[src/rtl/esp_at_pkg.sv]
// Shared definitions for the ESP AT link receive path.
// Contents: ASCII byte constants, the response parser state enum, the keyword
// selector enum and helpers returning the expected keyword byte sequences
// (the tail that follows the already-matched leading byte).
package esp_at_pkg;

    localparam logic [7:0] CR    = 8'h0D;
    localparam logic [7:0] LF    = 8'h0A;
    localparam logic [7:0] COLON = 8'h3A;
    localparam logic [7:0] COMMA = 8'h2C;
    localparam logic [7:0] PLUS  = 8'h2B;
    localparam logic [7:0] CH_O  = 8'h4F;
    localparam logic [7:0] CH_E  = 8'h45;
    localparam logic [7:0] CH_K  = 8'h4B;
    localparam logic [7:0] CH_R  = 8'h52;
    localparam logic [7:0] CH_I  = 8'h49;
    localparam logic [7:0] CH_P  = 8'h50;
    localparam logic [7:0] CH_D  = 8'h44;

    typedef enum logic [2:0] {
        StIdle,
        StKw,
        StLen,
        StData,
        StSkip
    } parse_state_e;

    typedef enum logic [1:0] {
        KwOk,
        KwErr,
        KwIpd
    } kw_sel_e;

    // Expected byte at position idx of the keyword tail: "K\r\n", "RROR\r\n", "IPD,".
    function automatic logic [7:0] kw_byte(input kw_sel_e kw, input logic [2:0] idx);
        logic [7:0] b;
        b = LF;
        case (kw)
            KwOk: begin
                case (idx)
                    3'd0:    b = CH_K;
                    3'd1:    b = CR;
                    default: b = LF;
                endcase
            end
            KwErr: begin
                case (idx)
                    3'd0, 3'd1, 3'd3: b = CH_R;
                    3'd2:             b = CH_O;
                    3'd4:             b = CR;
                    default:          b = LF;
                endcase
            end
            KwIpd: begin
                case (idx)
                    3'd0:    b = CH_I;
                    3'd1:    b = CH_P;
                    3'd2:    b = CH_D;
                    default: b = COMMA;
                endcase
            end
            default: b = LF;
        endcase
        return b;
    endfunction

    // Index of the final byte of each keyword tail.
    function automatic logic [2:0] kw_last(input kw_sel_e kw);
        logic [2:0] last;
        case (kw)
            KwOk:    last = 3'd2;
            KwErr:   last = 3'd5;
            default: last = 3'd3;
        endcase
        return last;
    endfunction

endpackage

[src/rtl/rx_idle_timer.sv]
// Idle timer for the ESP response parser.
// Counts cycles while run is high and clr is low; expired is high for the one
// cycle on which TIMEOUT_CYC such cycles have elapsed, then the count restarts.
// Ports:
//   clk, rst_n : clock, asynchronous active-low reset
//   clr        : restart the count (a byte was received)
//   run        : count enable (parser is mid-line or mid-payload)
//   expired    : timeout reached this cycle
module rx_idle_timer #(
    parameter int unsigned TIMEOUT_CYC = 50_000_000
) (
    input  logic clk,
    input  logic rst_n,
    input  logic clr,
    input  logic run,
    output logic expired
);

    localparam int unsigned CntW = $clog2(TIMEOUT_CYC + 1);

    logic [CntW-1:0] cnt;

    // clr gates expiry so that a byte on the timeout cycle wins.
    assign expired = run && !clr && (cnt == CntW'(TIMEOUT_CYC - 1));

    always_ff @(posedge clk or negedge rst_n) begin
        if (!rst_n) begin
            cnt <= '0;
        end else if (clr || !run || expired) begin
            cnt <= '0;
        end else begin
            cnt <= cnt + CntW'(1);
        end
    end

endmodule

[src/rtl/esp_resp_parser.sv]
// Receive-side decoder for the ESP AT link.
// Recognises "OK\r\n", "ERROR\r\n" and "+IPD,<n>:<payload>" in the byte stream
// from the ESP UART receiver and reports them to control logic.
// Ports:
//   clk, rst_n          : clock, asynchronous active-low reset
//   rx_byte/rx_byte_vld : received byte and its one-cycle strobe
//   ok_pulse, err_pulse : complete OK / ERROR line seen
//   ipd_start, ipd_len  : accepted +IPD header and its payload length
//   ipd_data, ipd_vld   : forwarded payload byte
//   ipd_done            : last payload byte (coincident with ipd_vld)
//   fmt_err             : malformed +IPD header
//   tmo_pulse           : partial line or payload abandoned after idle timeout
//   ipd_busy            : parsing a length or forwarding a payload
module esp_resp_parser
    import esp_at_pkg::*;
#(
    parameter int unsigned MAX_IPD_LEN = 1024,
    parameter int unsigned TIMEOUT_CYC = 50_000_000
) (
    input  logic        clk,
    input  logic        rst_n,
    input  logic [7:0]  rx_byte,
    input  logic        rx_byte_vld,
    output logic        ok_pulse,
    output logic        err_pulse,
    output logic        ipd_start,
    output logic [15:0] ipd_len,
    output logic [7:0]  ipd_data,
    output logic        ipd_vld,
    output logic        ipd_done,
    output logic        fmt_err,
    output logic        tmo_pulse,
    output logic        ipd_busy
);

    localparam logic [16:0] MaxLen = 17'(MAX_IPD_LEN);

    parse_state_e state;
    kw_sel_e      kw;
    logic [2:0]   idx;
    logic [16:0]  acc;
    logic [2:0]   dcnt;
    logic [15:0]  rem;
    logic         tmo_expired;

    logic         is_digit;
    logic [16:0]  acc_next;
    logic         len_ok;

    assign is_digit = (rx_byte >= 8'h30) && (rx_byte <= 8'h39);
    // ASCII digits carry their value in the low nibble.
    assign acc_next = (acc * 17'd10) + {13'd0, rx_byte[3:0]};
    // Range check on the full 17-bit value, before truncation to ipd_len.
    assign len_ok   = (dcnt != 3'd0) && (acc >= 17'd1) && (acc <= MaxLen);
    assign ipd_busy = (state == StLen) || (state == StData);

    rx_idle_timer #(
        .TIMEOUT_CYC (TIMEOUT_CYC)
    ) u_idle_timer (
        .clk     (clk),
        .rst_n   (rst_n),
        .clr     (rx_byte_vld),
        .run     (state != StIdle),
        .expired (tmo_expired)
    );

    always_ff @(posedge clk or negedge rst_n) begin
        if (!rst_n) begin
            state     <= StIdle;
            kw        <= KwOk;
            idx       <= '0;
            acc       <= '0;
            dcnt      <= '0;
            rem       <= '0;
            ok_pulse  <= 1'b0;
            err_pulse <= 1'b0;
            ipd_start <= 1'b0;
            ipd_len   <= '0;
            ipd_data  <= '0;
            ipd_vld   <= 1'b0;
            ipd_done  <= 1'b0;
            fmt_err   <= 1'b0;
            tmo_pulse <= 1'b0;
        end else begin
            ok_pulse  <= 1'b0;
            err_pulse <= 1'b0;
            ipd_start <= 1'b0;
            ipd_vld   <= 1'b0;
            ipd_done  <= 1'b0;
            fmt_err   <= 1'b0;
            tmo_pulse <= 1'b0;

            if (rx_byte_vld) begin
                unique case (state)
                    StIdle: begin
                        idx <= '0;
                        if (rx_byte == CR || rx_byte == LF) begin
                            state <= StIdle;
                        end else if (rx_byte == CH_O) begin
                            kw    <= KwOk;
                            state <= StKw;
                        end else if (rx_byte == CH_E) begin
                            kw    <= KwErr;
                            state <= StKw;
                        end else if (rx_byte == PLUS) begin
                            kw    <= KwIpd;
                            state <= StKw;
                        end else begin
                            state <= StSkip;
                        end
                    end

                    StKw: begin
                        if (rx_byte == kw_byte(kw, idx)) begin
                            if (idx == kw_last(kw)) begin
                                case (kw)
                                    KwOk: begin
                                        ok_pulse <= 1'b1;
                                        state    <= StIdle;
                                    end
                                    KwErr: begin
                                        err_pulse <= 1'b1;
                                        state     <= StIdle;
                                    end
                                    default: begin
                                        acc   <= '0;
                                        dcnt  <= '0;
                                        state <= StLen;
                                    end
                                endcase
                            end else begin
                                idx <= idx + 3'd1;
                            end
                        end else begin
                            state <= (rx_byte == LF) ? StIdle : StSkip;
                        end
                    end

                    StLen: begin
                        if (is_digit && dcnt < 3'd5) begin
                            acc  <= acc_next;
                            dcnt <= dcnt + 3'd1;
                        end else if (rx_byte == COLON && len_ok) begin
                            ipd_len   <= acc[15:0];
                            rem       <= acc[15:0];
                            ipd_start <= 1'b1;
                            state     <= StData;
                        end else begin
                            fmt_err <= 1'b1;
                            state   <= (rx_byte == LF) ? StIdle : StSkip;
                        end
                    end

                    StData: begin
                        ipd_data <= rx_byte;
                        ipd_vld  <= 1'b1;
                        rem      <= rem - 16'd1;
                        if (rem == 16'd1) begin
                            ipd_done <= 1'b1;
                            state    <= StIdle;
                        end
                    end

                    StSkip: begin
                        if (rx_byte == LF) begin
                            state <= StIdle;
                        end
                    end

                    default: state <= StIdle;
                endcase
            end else if (tmo_expired) begin
                tmo_pulse <= 1'b1;
                state     <= StIdle;
            end
        end
    end

endmodule
[config.mk]
export PLATFORM = sky130hd
export DESIGN_NAME = esp_resp_parser
export DESIGN_NICKNAME = d
export VERILOG_FILES = /design/src/rtl/esp_at_pkg.sv /design/src/rtl/rx_idle_timer.sv /design/src/rtl/esp_resp_parser.sv
export SDC_FILE = /design/constraint.sdc
export NUM_CORES = 1
export LEC_CHECK = 0
export BUFFER_PORTS_ARGS = -buffer_cell sky130_fd_sc_hd__buf_2
export CORE_MARGIN = 1
export CORE_UTILIZATION = 41
export CTS_CLUSTER_DIAMETER = 40
export DETAILED_ROUTE_END_ITERATION = 10
export PLACE_DENSITY = 0.63
export SLEW_MARGIN = 40
export SYNTH_ARGS = -nofsm -noshare
export SYNTH_HDL_FRONTEND = slang
export SYNTH_SLANG_ARGS = --single-unit
[constraint.sdc]
create_clock -name clk -period 6.6 [get_ports clk]
set_input_delay 0.33 -clock clk [delete_from_list [all_inputs] [get_ports clk]]
set_output_delay 0.33 -clock clk [all_outputs]
set_load 0.01 [all_outputs]
==> results of run 1 <==
synthesized netlist by cell type, drive strengths merged, types with 15 or more instances:
cell    count  area [um2]
xnor2      24       210.2
ha         38       475.5
inv        28       105.1
xor2       20       175.2
nor3       21       110.1
o21ai      45       225.2
dfrtp     101        2527
nor2       81       306.6
clkbuf     15       56.30
nand3      21       105.1
nand2      52       205.2
mux2       29       330.3
a21oi      30       153.9
where the power goes:
part           total (mW)  internal, mW  switching (mW)
sequential          0.655         0.631          0.0237
combinational       0.139        0.0508          0.0881
clock               0.539         0.277           0.262
worst max-delay path: cells and delay by family (launching register included):
kind                       cells  cell delay [ps]
and+or+nand+nor                3             1020
adders and majority gates      3             1000
DFF                            1              480
AOI/OAI and AO/OA              2              480
xor gates and xnor gates       1              230
logic make-up (layout without fill, tap and decap cells):
logic type,count (synthesis),count (layout),share of synthesized area [%]
AO/OA/AOI/OAI,150,150,15.44
XOR/XNOR,44,44,5.883
adder cells (fa/ha/maj),40,40,7.870
buffers and inverters,54,89,3.629
flip-flops,101,101,38.59
multiplexers,38,38,6.418
AND/OR/NAND/NOR,274,274,22.18
final cells by class:
cell class	count	share of cell area, %
multi-input cells	546	52.57
flip-flops and latches	101	34.92
inverters	29	1.504
repair buffers	44	3.198
clock inverters	6	0.8643
well taps	211	3.647
clock buffers	10	3.302
registers in the layout, indices dropped and copies added (netlist names), 3 cells and up:
register / count
ipd_data: 8
dcnt: 3
ipd_len: 16
rem: 16
state: 3
u_idle_timer.cnt: 26
acc: 17
idx: 3
per-stage QoR:
| stage | util [%] | hold slack [ps] | instances |
|---|---|---|---|
| after floorplan | - | 34.41 | 701 |
| after global placement | 44.92 | 389.1 | 930 |
| after detailed placement | 45.01 | 397.2 | 931 |
| after CTS | 46.98 | 12.89 | 947 |
| after global routing | 47.09 | 29.49 | 947 |
| final | 47.09 | -17.44 | 947 |
routing by layer:
layer	part of all wire (%)	vias up
met5	0	-
met4	1.6	0
met3	4.2	20
met2	46	102
met1	48	2634
li1	-	2610
worst paths after layout:
kind | slack (ps) | endpoint | cells after the start
worst max-delay path | 3280 | acc[16]$_DFFE_PN0P_ | 9
worst min-delay path | -20 | err_pulse$_DFF_PN0_ | 1
worst max register to register | 3280 | acc[16]$_DFFE_PN0P_ | 9
worst min register to register | 490 | ipd_len[15]$_DFFE_PN0P_ | 1
max in group asynchronous | 5500 | acc[7]$_DFFE_PN0P_ | 2
min in group clk | 270 | ipd_data[4]$_DFFE_PN0P_ | 2
==> insert_results.sql, run 1 <==
INSERT INTO impl_metrics (metric_group, metric, value, unit) VALUES
('cells_and_area', 'areaGrowthSynthToFinish', '10.51', '%'),
('sta', 'post-route-period-util', '50.33', '%'),
('floorplan', 'fp.coreArea', '15370', 'um2'),
('grt', 'grt_util_all_layers', '20.00', '%'),
('placement', 'gp_congestion', '0.8443', ''),
('yosys', 'netlist-cell-type-count', '79', ''),
('yosys', 'synth_edf_count', '0', ''),
('sta', 'timing.final.hold_violations', '3', ''),
('cells_and_area', 'multiInputGateArea', '3805', 'um2'),
('power_and_ir_drop', 'total_power', '1.333', 'mW'),
('routing', 'drc', '0', ''),
('yosys', 'syn_inst_count', '701', ''),
('routing', 'detailedRoute.firstIterationViolations', '338', ''),
('clock_network', 'clock-sinks', '101', ''),
('cells_and_area', 'mostFrequentLayoutCells', 'sky130_fd_sc_hd__dfrtp_1, sky130_fd_sc_hd__nor2_1, sky130_fd_sc_hd__nand2_1', ''),
('grt', 'grt_met1_usage', '27.27', '%'),
('grt', 'grt_pass1_wl', '26.36', 'mm'),
('sta', 'clock.fmax', '0.3010', 'GHz'),
('yosys', 'yosysSeqAreaShare', '38.59', '%'),
('sta', 'report.final.slew_viol_count', '0', ''),
('cells_and_area', 'final_area', '7238', 'um2'),
('grt', 'vias_in_the_first_global_route', '5314', ''),
('clock_network', 'cts_tree', 'yes', ''),
('yosys', 'ys.flop_type', 'sky130_fd_sc_hd__dfrtp_1', ''),
('sta', 'final.min_clock_period', '3322', 'ps'),
('floorplan', 'design.portCount', '43', ''),
('setup_path', 'rr_startpoint', 'acc[1]$_DFFE_PN0P_', ''),
('setup_path', 'setup.worst_path.class', 'reg -> reg', ''),
('sta', 'unrepaired_setup_endpoints_after_global_routing', 'false', ''),
('floorplan', 'die_y', '128.4', 'um'),
('setup_path', 'worst_setup_path_end_kind', 'flip-flop', ''),
('cells_and_area', 'area.sequential', '2527', 'um2'),
('yosys', 'synthesis.area_per_instance', '9.344', 'um2'),
('placement', 'detailed_place.area', '6919', 'um2'),
('routing', 'num_vias', '5366', ''),
('setup_path', 'critical_path.cell_chain', 'ha_1 -> ha_1 -> fa_1 -> xor2_1 -> nor3b_1 -> and3_1 -> nand4_1 -> o211a_1 -> a211o_1', ''),
('setup_path', 'critical-path-top-cell-by-count', 'sky130_fd_sc_hd__ha_1', ''),
('cells_and_area', 'most_common_cell_after_layout_fill_and_taps_aside', 'sky130_fd_sc_hd__dfrtp_1', ''),
('routing', 'drtPass1Iterations', '5', ''),
('run', 'drv.max_cap_violation_count', '0', ''),
('grt', 'grt_util_met3', '4.283', '%'),
('setup_path', 'critPathMaxStageDelay', '550', 'ps'),
('routing', 'antenna_left', '0', ''),
('clock_network', 'cts.hold.buffers_added', '0', ''),
('sta', 'tns', '0', 'ps'),
('routing', 'wirelength', '15.48', 'mm'),
('routing', 'route.detailed.vias_per_inst', '5.666', ''),
('setup_path', 'worst_setup_path_start_kind', 'flip-flop', ''),
('grt', 'grt_antenna_before_repair', '0', ''),
('floorplan', 'die_x', '128.4', 'um'),
('clock_network', 'clock_latency', '360', 'ps'),
('grt', 'global_route.usage.met2', '32.31', '%'),
('clock_network', 'cts_repair_resized_insts', '0', ''),
('cells_and_area', 'antenna-diode-count', '0', ''),
('clock_network', 'clock-root-buffer', 'sky130_fd_sc_hd__clkbuf_16', ''),
('clock_network', 'cts_setup_buffers', '0', ''),
('power_and_ir_drop', 'cellPowerDensity', '184.1', 'nW/um2'),
('clock_network', 'htreeDepth', '3', ''),
('setup_path', 'crit_path_start', 'acc[1]$_DFFE_PN0P_', ''),
('status', 'run_status', 'finished with violations', ''),
('status', 'failed_checks', 'negative hold slack', ''),
('floorplan', 'num_rows', '45', ''),
('sta', 'hold_ws', '-17.44', 'ps'),
('yosys', 'yosys_register_bits', '101', ''),
('floorplan', 'initial_core_util', '42.61', '%'),
('sta', 'slew_headroom', '45.90', '%'),
('min_path', 'hold_class', 'in -> async', ''),
('yosys', 'synth-async-reset-ratio', '100.0', '%'),
('yosys', 'post_synth_instance_area', '6550', 'um2'),
('power_and_ir_drop', 'ir_worst_vdd', '0.0001360', 'V'),
('clock_network', 'num_cts_buffers', '9', '');
(Power assumes the default switching activity.)
==> inputs of run 2 (changes only) <==
clock period = 3.3 ns   (was 6.6 ns; I/O delays follow)
==> run 2 against run 1 <==
The run now ends clean. First-iteration DRC count increased by 6.5%. Routed wire length is 1.1% lower. Power is 97% higher. Clock power grew 91%. Via count up 0.61%. Sequential cell count is the same. Global-route usage about the same. Worst setup slack lost 3100 ps. Register-to-register slack lost 3100 ps. Sequential power up 100%. Critical path type unchanged. Largest cell class unchanged.
==> insert_results.sql, run 2 (same netlist as run 1, synthesis figures left out) <==
INSERT INTO impl_metrics (metric_group, metric, value, unit) VALUES
('status', 'run_status', 'finished clean', ''),
('setup_path', 'worst-endpoint-required', '3540', 'ps'),
('grt', 'vias_in_the_first_global_route', '5163', ''),
('clock_network', 'ctsLongestPathBuffers', '2', ''),
('grt', 'grt_antenna_before_repair', '0', ''),
('cells_and_area', 'largest_register', 'u_idle_timer.cnt', ''),
('setup_path', 'arrival', '3390', 'ps'),
('clock_network', 'num_cts_buffers', '9', ''),
('cells_and_area', 'final_layout_size_suffix_gt1_share', '16.69', '%'),
('clock_network', 'clock-sinks', '101', ''),
('power_and_ir_drop', 'clock_power_share', '39.4', '%'),
('placement', 'gp_congestion', '0.8992', ''),
('cells_and_area', 'finalNonFillerCells', '960', ''),
('power_and_ir_drop', 'reported_net_switching_power', '0.7307', 'mW'),
('floorplan', 'die_x', '128.4', 'um'),
('sta', 'worst_slew_pin_slew', '762.0', 'ps'),
('sta', 'hold_ws', '92.17', 'ps'),
('cells_and_area', 'areaGrowthSynthToFinish', '11.71', '%'),
('cells_and_area', 'final_area', '7317', 'um2'),
('sta', 'report.final.slew_viol_count', '0', ''),
('floorplan', 'die_area', '16490', 'um2'),
('sta', 'final.min_clock_period', '3152', 'ps'),
('floorplan', 'num_rows', '45', ''),
('clock_network', 'htreeDepth', '3', ''),
('power_and_ir_drop', 'seq_power_share', '49.8', '%'),
('routing', 'drc', '0', ''),
('sta', 'timing.final.hold_violations', '0', ''),
('grt', 'grt-ovfl-total', '0', ''),
('min_path', 'hold_class', 'in -> reg', ''),
('cells_and_area', 'layout_top_registers', 'u_idle_timer.cnt: 26 flops, acc: 17 flops', ''),
('sta', 'skew', '8.079', 'ps'),
('placement', 'detailedPlacementHpwl', '11.29', 'mm'),
('setup_path', 'worst_setup_path_end_kind', 'flip-flop', ''),
('floorplan', 'die_y', '128.4', 'um'),
('sta', 'post-route-period-util', '95.53', '%'),
('power_and_ir_drop', 'power.combinational.fraction', '10.8', '%'),
('sta', 'clock.fmax', '0.3172', 'GHz'),
('placement', 'io_buffers', '42', ''),
('sta', 'total_setup_violations_reported_at_the_end_of_the_flow', '0', ''),
('power_and_ir_drop', 'ir_worst_vdd', '0.0002443', 'V'),
('floorplan', 'design.portCount', '43', ''),
('clock_network', 'cts_tree', 'yes', ''),
('power_and_ir_drop', 'p_int', '1.890', 'mW'),
('cells_and_area', 'multiInputGateArea', '3799', 'um2'),
('power_and_ir_drop', 'total_power', '2.620', 'mW'),
('power_and_ir_drop', 'cellPowerDensity', '358.1', 'nW/um2'),
('routing', 'drtPass1Iterations', '5', ''),
('routing', 'antenna_left', '0', ''),
('cells_and_area', 'antenna-diode-count', '0', ''),
('power_and_ir_drop', 'p_leak', '3.421', 'nW'),
('cells_and_area', 'mostFrequentLayoutCells', 'sky130_fd_sc_hd__dfrtp_1, sky130_fd_sc_hd__nor2_1, sky130_fd_sc_hd__nand2_1', ''),
('clock_network', 'clk_pin_slew_worst_paths', '70', 'ps'),
('placement', 'numPlacedInstances', '943', ''),
('sta', 'slew_headroom', '48.51', '%'),
('routing', 'drt-wirelength-per-cell', '15.94', 'um'),
('floorplan', 'initial_core_util', '42.61', '%'),
('cells_and_area', 'layout.filler_cells', '1446', ''),
('grt', 'maximum_number_of_pins_on_one_net_before_global_route_repair', '72', ''),
('setup_path', 'timing.critical_path.fanout_max', '3', ''),
('placement', 'detailed_place.area', '7007', 'um2'),
('sta', 'tns', '0', 'ps'),
('cells_and_area', 'area.sequential', '2527', 'um2'),
('cells_and_area', 'largest_register_ff_count', '26', ''),
('cells_and_area', 'num-nets-final', '796', ''),
('routing', 'num_vias', '5399', ''),
('setup_path', 'setup.worst_path.class', 'reg -> reg', ''),
('power_and_ir_drop', 'switching_share', '27.88', '%'),
('clock_network', 'clock_latency', '360', 'ps'),
('grt', 'grt_util_all_layers', '19.99', '%'),
('routing', 'route.detailed.vias_per_inst', '5.624', ''),
('setup_path', 'worst_setup_path_start_kind', 'flip-flop', ''),
('grt', 'grt_pass1_wl', '25.78', 'mm'),
('floorplan', 'fp.coreArea', '15370', 'um2'),
('routing', 'wirelength', '15.31', 'mm'),
('routing', 'detailedRoute.firstIterationViolations', '360', ''),
('run', 'drv.max_cap_violation_count', '0', ''),
('clock_network', 'clock-root-buffer', 'sky130_fd_sc_hd__clkbuf_16', ''),
('cells_and_area', 'most_common_cell_after_layout_fill_and_taps_aside', 'sky130_fd_sc_hd__dfrtp_1', '');
## run 2: final timing paths
check	from	endpoint	slack, ps	cells after the start
min in group asynchronous	rst_n	err_pulse$_DFF_PN0_	380	2
max in group asynchronous	rst_n	acc[4]$_DFFE_PN0P_	2190	3
hold reg to reg	ipd_data[6]$_DFFE_PN0P_	ipd_data[6]$_DFFE_PN0P_	480	2
setup / recovery	acc[1]$_DFFE_PN0P_	acc[16]$_DFFE_PN0P_	150	10
setup reg to reg	acc[1]$_DFFE_PN0P_	acc[16]$_DFFE_PN0P_	150	10
hold / removal	rx_byte[4]	ipd_data[4]$_DFFE_PN0P_	90	2
## run 2: layer usage
metal,up-vias,part of all wire [%],GRT usage [%]
met4,0,1.9,6.228
li1,2641,-,-
met5,-,0,0
met3,20,4.6,4.241
met1,2617,48,27.93
met2,121,46,31.00
## run 2: area by class of cell
class	count	area share (%)
clock inverters	6	0.7353
multi-input cells	546	51.92
repair buffers	58	4.634
inverters	29	1.488
well taps	211	3.608
flip-flops and latches	101	34.54
clock buffers	9	3.078
## run 2: power groups by stage
stage | logic [mW] | clock network (mW) | registers, mW
finish | 0.283 | 1.03 | 1.31
global route | 0.320 | 1.11 | 1.31
CTS | 0.285 | 1.06 | 1.30
detailed placement | 0.284 | 0 | 1.33
global placement | 0.278 | 0 | 1.33
floorplan | 0.217 | 0 | 1.31
## run 2: what timing repair did
action | CTS | global route
setup buffers | 0 | 1
hold endpoints to repair | 69 | 0
setup endpoints to repair | 0 | 3
hold buffers | 1 | 0
gates resized for setup | 0 | 2
## run 2: metrics by stage
stage,setup WS (ps),utilization (%)
floorplan,298.5,-
global placement,181.6,45.56
detailed placement,123.7,45.58
CTS,119.5,47.46
global route,-24.00,47.60
finish,147.6,47.60
## run 2: worst max-delay path, stage by stage (launching register included)
cell and delay, ps:
sky130_fd_sc_hd__dfrtp_1 380, sky130_fd_sc_hd__ha_1 290, sky130_fd_sc_hd__ha_1 240, sky130_fd_sc_hd__fa_1 430, sky130_fd_sc_hd__a21oi_1 280, sky130_fd_sc_hd__o2111ai_1 240, sky130_fd_sc_hd__xor2_1 240, sky130_fd_sc_hd__and4bb_2 270
sky130_fd_sc_hd__nand4_1 170, sky130_fd_sc_hd__o211a_1 260, sky130_fd_sc_hd__a211o_1 220
==> inputs of run 3 (changes only) <==
HOLD_SLACK_MARGIN = 0.12   (was unset)
SYNTH_HIERARCHICAL = 1   (was unset)
==> run 3 against run 2 <==
Power fell by 2.0%. Sequential cell count is the same. Count of clock-buffer cells in the layout unchanged. Cell count rose by 3.2%. Design area grew 1.4%. Critical path type unchanged. Largest cell class unchanged.
==> insert_results.sql, run 3 <==
INSERT INTO impl_metrics (metric_group, metric, value, unit) VALUES
('status', 'run_status', 'finished clean', ''),
('yosys', 'post_synth_top_area_share', '38.29', '%'),
('cells_and_area', 'num-nets-final', '822', ''),
('routing', 'drtPass1Iterations', '5', ''),
('sta', 'skew', '9.096', 'ps'),
('grt', 'maximum_number_of_pins_on_one_net_before_global_route_repair', '52', ''),
('cells_and_area', 'mostFrequentLayoutCells', 'sky130_fd_sc_hd__dfrtp_1, sky130_fd_sc_hd__nor2_1, sky130_fd_sc_hd__nand2_1', ''),
('yosys', 'synth_commonest_cells', 'sky130_fd_sc_hd__dfrtp_1, sky130_fd_sc_hd__nor2_1, sky130_fd_sc_hd__nand2_1', ''),
('run', 'drv.max_cap_violation_count', '0', ''),
('clock_network', 'clock_latency', '360', 'ps'),
('placement', 'gp_congestion', '0.8786', ''),
('cells_and_area', 'antenna-diode-count', '0', ''),
('floorplan', 'fp.coreArea', '15770', 'um2'),
('clock_network', 'clk_pin_slew_worst_paths', '70', 'ps'),
('yosys', 'syn_inst_count', '726', ''),
('routing', 'antenna_left', '0', ''),
('clock_network', 'ctsLongestPathBuffers', '2', ''),
('grt', 'grt-ovfl-total', '0', ''),
('placement', 'dpl_ws', '168.3', 'ps'),
('yosys', 'synthesis.nets', '778', ''),
('yosys', 'yosysTopAreaCell', 'sky130_fd_sc_hd__dfrtp_1', ''),
('routing', 'wirelength', '15.22', 'mm'),
('cells_and_area', 'final_layout_size_suffix_gt1_share', '14.97', '%'),
('setup_path', 'critical_path.cell_chain', 'ha_1 -> fa_1 -> a21o_1 -> nand4_1 -> a21boi_1 -> or4b_2 -> o311ai_1 -> xor2_1 -> nor2_1 -> mux2_4', ''),
('setup_path', 'worst_setup_path_end_kind', 'flip-flop', ''),
('cells_and_area', 'layout_top_registers', 'u_idle_timer/cnt: 26 flops, acc: 17 flops', ''),
('routing', 'drc', '0', ''),
('floorplan', 'die_y', '128.9', 'um'),
('floorplan', 'die_area', '16610', 'um2'),
('sta', 'unrepaired_setup_endpoints_after_global_routing', 'false', ''),
('sta', 'report.final.slew_viol_count', '0', ''),
('floorplan', 'initial_core_util', '41.85', '%'),
('placement', 'io_buffers', '42', ''),
('sta', 'final.min_clock_period', '3139', 'ps'),
('sta', 'post-route-period-util', '95.13', '%'),
('sta', 'clock.fmax', '0.3185', 'GHz'),
('min_path', 'hold_class', 'in -> reg', ''),
('sta', 'timing.final.hold_violations', '0', ''),
('cells_and_area', 'largest_register', 'u_idle_timer/cnt', ''),
('routing', 'drt-wirelength-per-cell', '15.35', 'um'),
('cells_and_area', 'most_common_cell_after_layout_fill_and_taps_aside', 'sky130_fd_sc_hd__dfrtp_1', ''),
('power_and_ir_drop', 'ir_worst_vdd', '0.0002613', 'V'),
('yosys', 'synthTopCellsByArea', 'sky130_fd_sc_hd__dfrtp_1, sky130_fd_sc_hd__ha_1, sky130_fd_sc_hd__nor2_1', ''),
('setup_path', 'cpMaxStageDelayCell', 'sky130_fd_sc_hd__or4b_2', ''),
('setup_path', 'worst-endpoint-required', '3540', 'ps'),
('yosys', 'yosysSeqAreaShare', '38.29', '%'),
('setup_path', 'arrival', '3380', 'ps'),
('grt', 'grt_antenna_before_repair', '0', ''),
('yosys', 'most_instantiated_library_cell_after_synthesis', 'sky130_fd_sc_hd__dfrtp_1', ''),
('placement', 'detailedPlacementHpwl', '11.20', 'mm'),
('floorplan', 'die_x', '128.9', 'um'),
('floorplan', 'num_rows', '46', ''),
('cells_and_area', 'multiInputGateArea', '3792', 'um2'),
('yosys', 'yosys_register_bits', '101', ''),
('floorplan', 'design.portCount', '43', ''),
('placement', 'detailed_place.area', '7066', 'um2'),
('clock_network', 'cts_tree', 'yes', ''),
('sta', 'slew_headroom', '55.11', '%'),
('grt', 'grt_pass1_wl', '25.88', 'mm'),
('sta', 'setup_slack', '160.6', 'ps'),
('power_and_ir_drop', 'p_leak', '3.436', 'nW'),
('cells_and_area', 'final_area', '7418', 'um2'),
('clock_network', 'htreeDepth', '3', ''),
('grt', 'grt_util_all_layers', '19.78', '%'),
('cells_and_area', 'areaGrowthSynthToFinish', '12.40', '%'),
('setup_path', 'critPathMaxStageDelay', '630', 'ps'),
('routing', 'num_vias', '5437', ''),
('setup_path', 'setup.worst_path.class', 'reg -> reg', ''),
('grt', 'vias_in_the_first_global_route', '5339', ''),
('sta', 'hold_ws', '135.3', 'ps'),
('setup_path', 'worst_setup_path_start_kind', 'flip-flop', ''),
('cells_and_area', 'area.sequential', '2527', 'um2'),
('yosys', 'synth-async-reset-ratio', '100.0', '%'),
('yosys', 'synth_edf_count', '0', ''),
('yosys', 'ys.flop_type', 'sky130_fd_sc_hd__dfrtp_1', ''),
('setup_path', 'timing.critical_path.fanout_max', '6', ''),
('sta', 'tns', '0', 'ps'),
('yosys', 'yosysWarnings', '6', ''),
('sta', 'total_setup_violations_reported_at_the_end_of_the_flow', '0', ''),
('routing', 'route.detailed.vias_per_inst', '5.486', ''),
('yosys', 'post_synth_instance_area', '6600', 'um2'),
('clock_network', 'clock-sinks', '101', ''),
('yosys', 'netlist-cell-type-count', '75', ''),
('yosys', 'synthesis.area_per_instance', '9.091', 'um2'),
('routing', 'detailedRoute.firstIterationViolations', '429', ''),
('power_and_ir_drop', 'cellPowerDensity', '346.0', 'nW/um2'),
('sta', 'worst_slew_pin_slew', '673.4', 'ps'),
('clock_network', 'clock-root-buffer', 'sky130_fd_sc_hd__clkbuf_16', ''),
('cells_and_area', 'largest_register_ff_count', '26', ''),
('cells_and_area', 'layout.filler_cells', '1515', ''),
('clock_network', 'num_cts_buffers', '9', '');
[run 3: metal layers]
metal  up-vias  track usage (%)  routed length (um)
met5         -                0                   0
met4         0            8.235                 396
met3        31            3.202                 353
met2        82            32.75                7257
met1      2632            25.69                7208
li1       2692                -                   -
[run 3: cell families (layout without fill, tap and decap cells)]
family / after synthesis / in the layout / synth area share (%)
AND/OR/NAND/NOR: 298 / 298 / 22.98
adder cells (fa/ha/maj): 41 / 41 / 8.000
buffers and inverters: 62 / 111 / 4.379
XOR/XNOR: 47 / 47 / 6.237
flip-flops: 101 / 101 / 38.29
multiplexers: 29 / 29 / 5.403
AO/OA/AOI/OAI: 148 / 148 / 14.71
[run 3: metrics by stage]
stage,util [%],power [mW],instances
global placement,44.80,1.497,970
global route,47.04,2.675,991
finish,47.04,2.567,991
detailed placement,44.80,1.503,970
CTS,46.89,2.607,989
floorplan,-,1.431,726
[run 3: report_power, final]
| group | switching, mW | internal (mW) |
|---|---|---|
| logic | 0.142 | 0.0716 |
| clock network | 0.496 | 0.592 |
| registers | 0.0158 | 1.25 |
[run 3: worst paths after layout]
check	slack [ps]	end	start	cells after the start
max reg2reg	160	acc[12]$_DFFE_PN0P_	acc[2]$_DFFE_PN0P_	10
max	160	acc[12]$_DFFE_PN0P_	acc[2]$_DFFE_PN0P_	10
min reg2reg	470	ipd_len[8]$_DFFE_PN0P_	ipd_len[8]$_DFFE_PN0P_	2
max in group asynchronous	2210	u_idle_timer/cnt[9]$_DFF_PN0_	rst_n	3
min	140	acc[0]$_DFFE_PN0P_	rx_byte[0]	3
min in group asynchronous	380	ipd_len[12]$_DFFE_PN0P_	rst_n	2
[run 3: timing repair]
action	4_1_cts	5_1_grt
hold buffers	3	0
resized for setup	0	1
hold endpoints to repair	52	0
endpoints found under the setup margin	0	3
buffers inserted	0	2
[run 3: critical path, delay by kind of cell (launching register included)]
family,cells,cell delay (ps)
compound gates,3,450
xor+xnor,1,190
flops,1,470
simple gates,3,800
fa+ha+maj,2,850
mux,1,270
[run 3: area by class of cell]
cell class	count	share of cell area [%]
clock inverters	7	0.9951
well taps	216	3.643
repair buffers	68	5.768
flip-flops and latches	101	34.07
inverters	27	1.366
clock buffers	9	3.036
multi-input cells	563	51.12
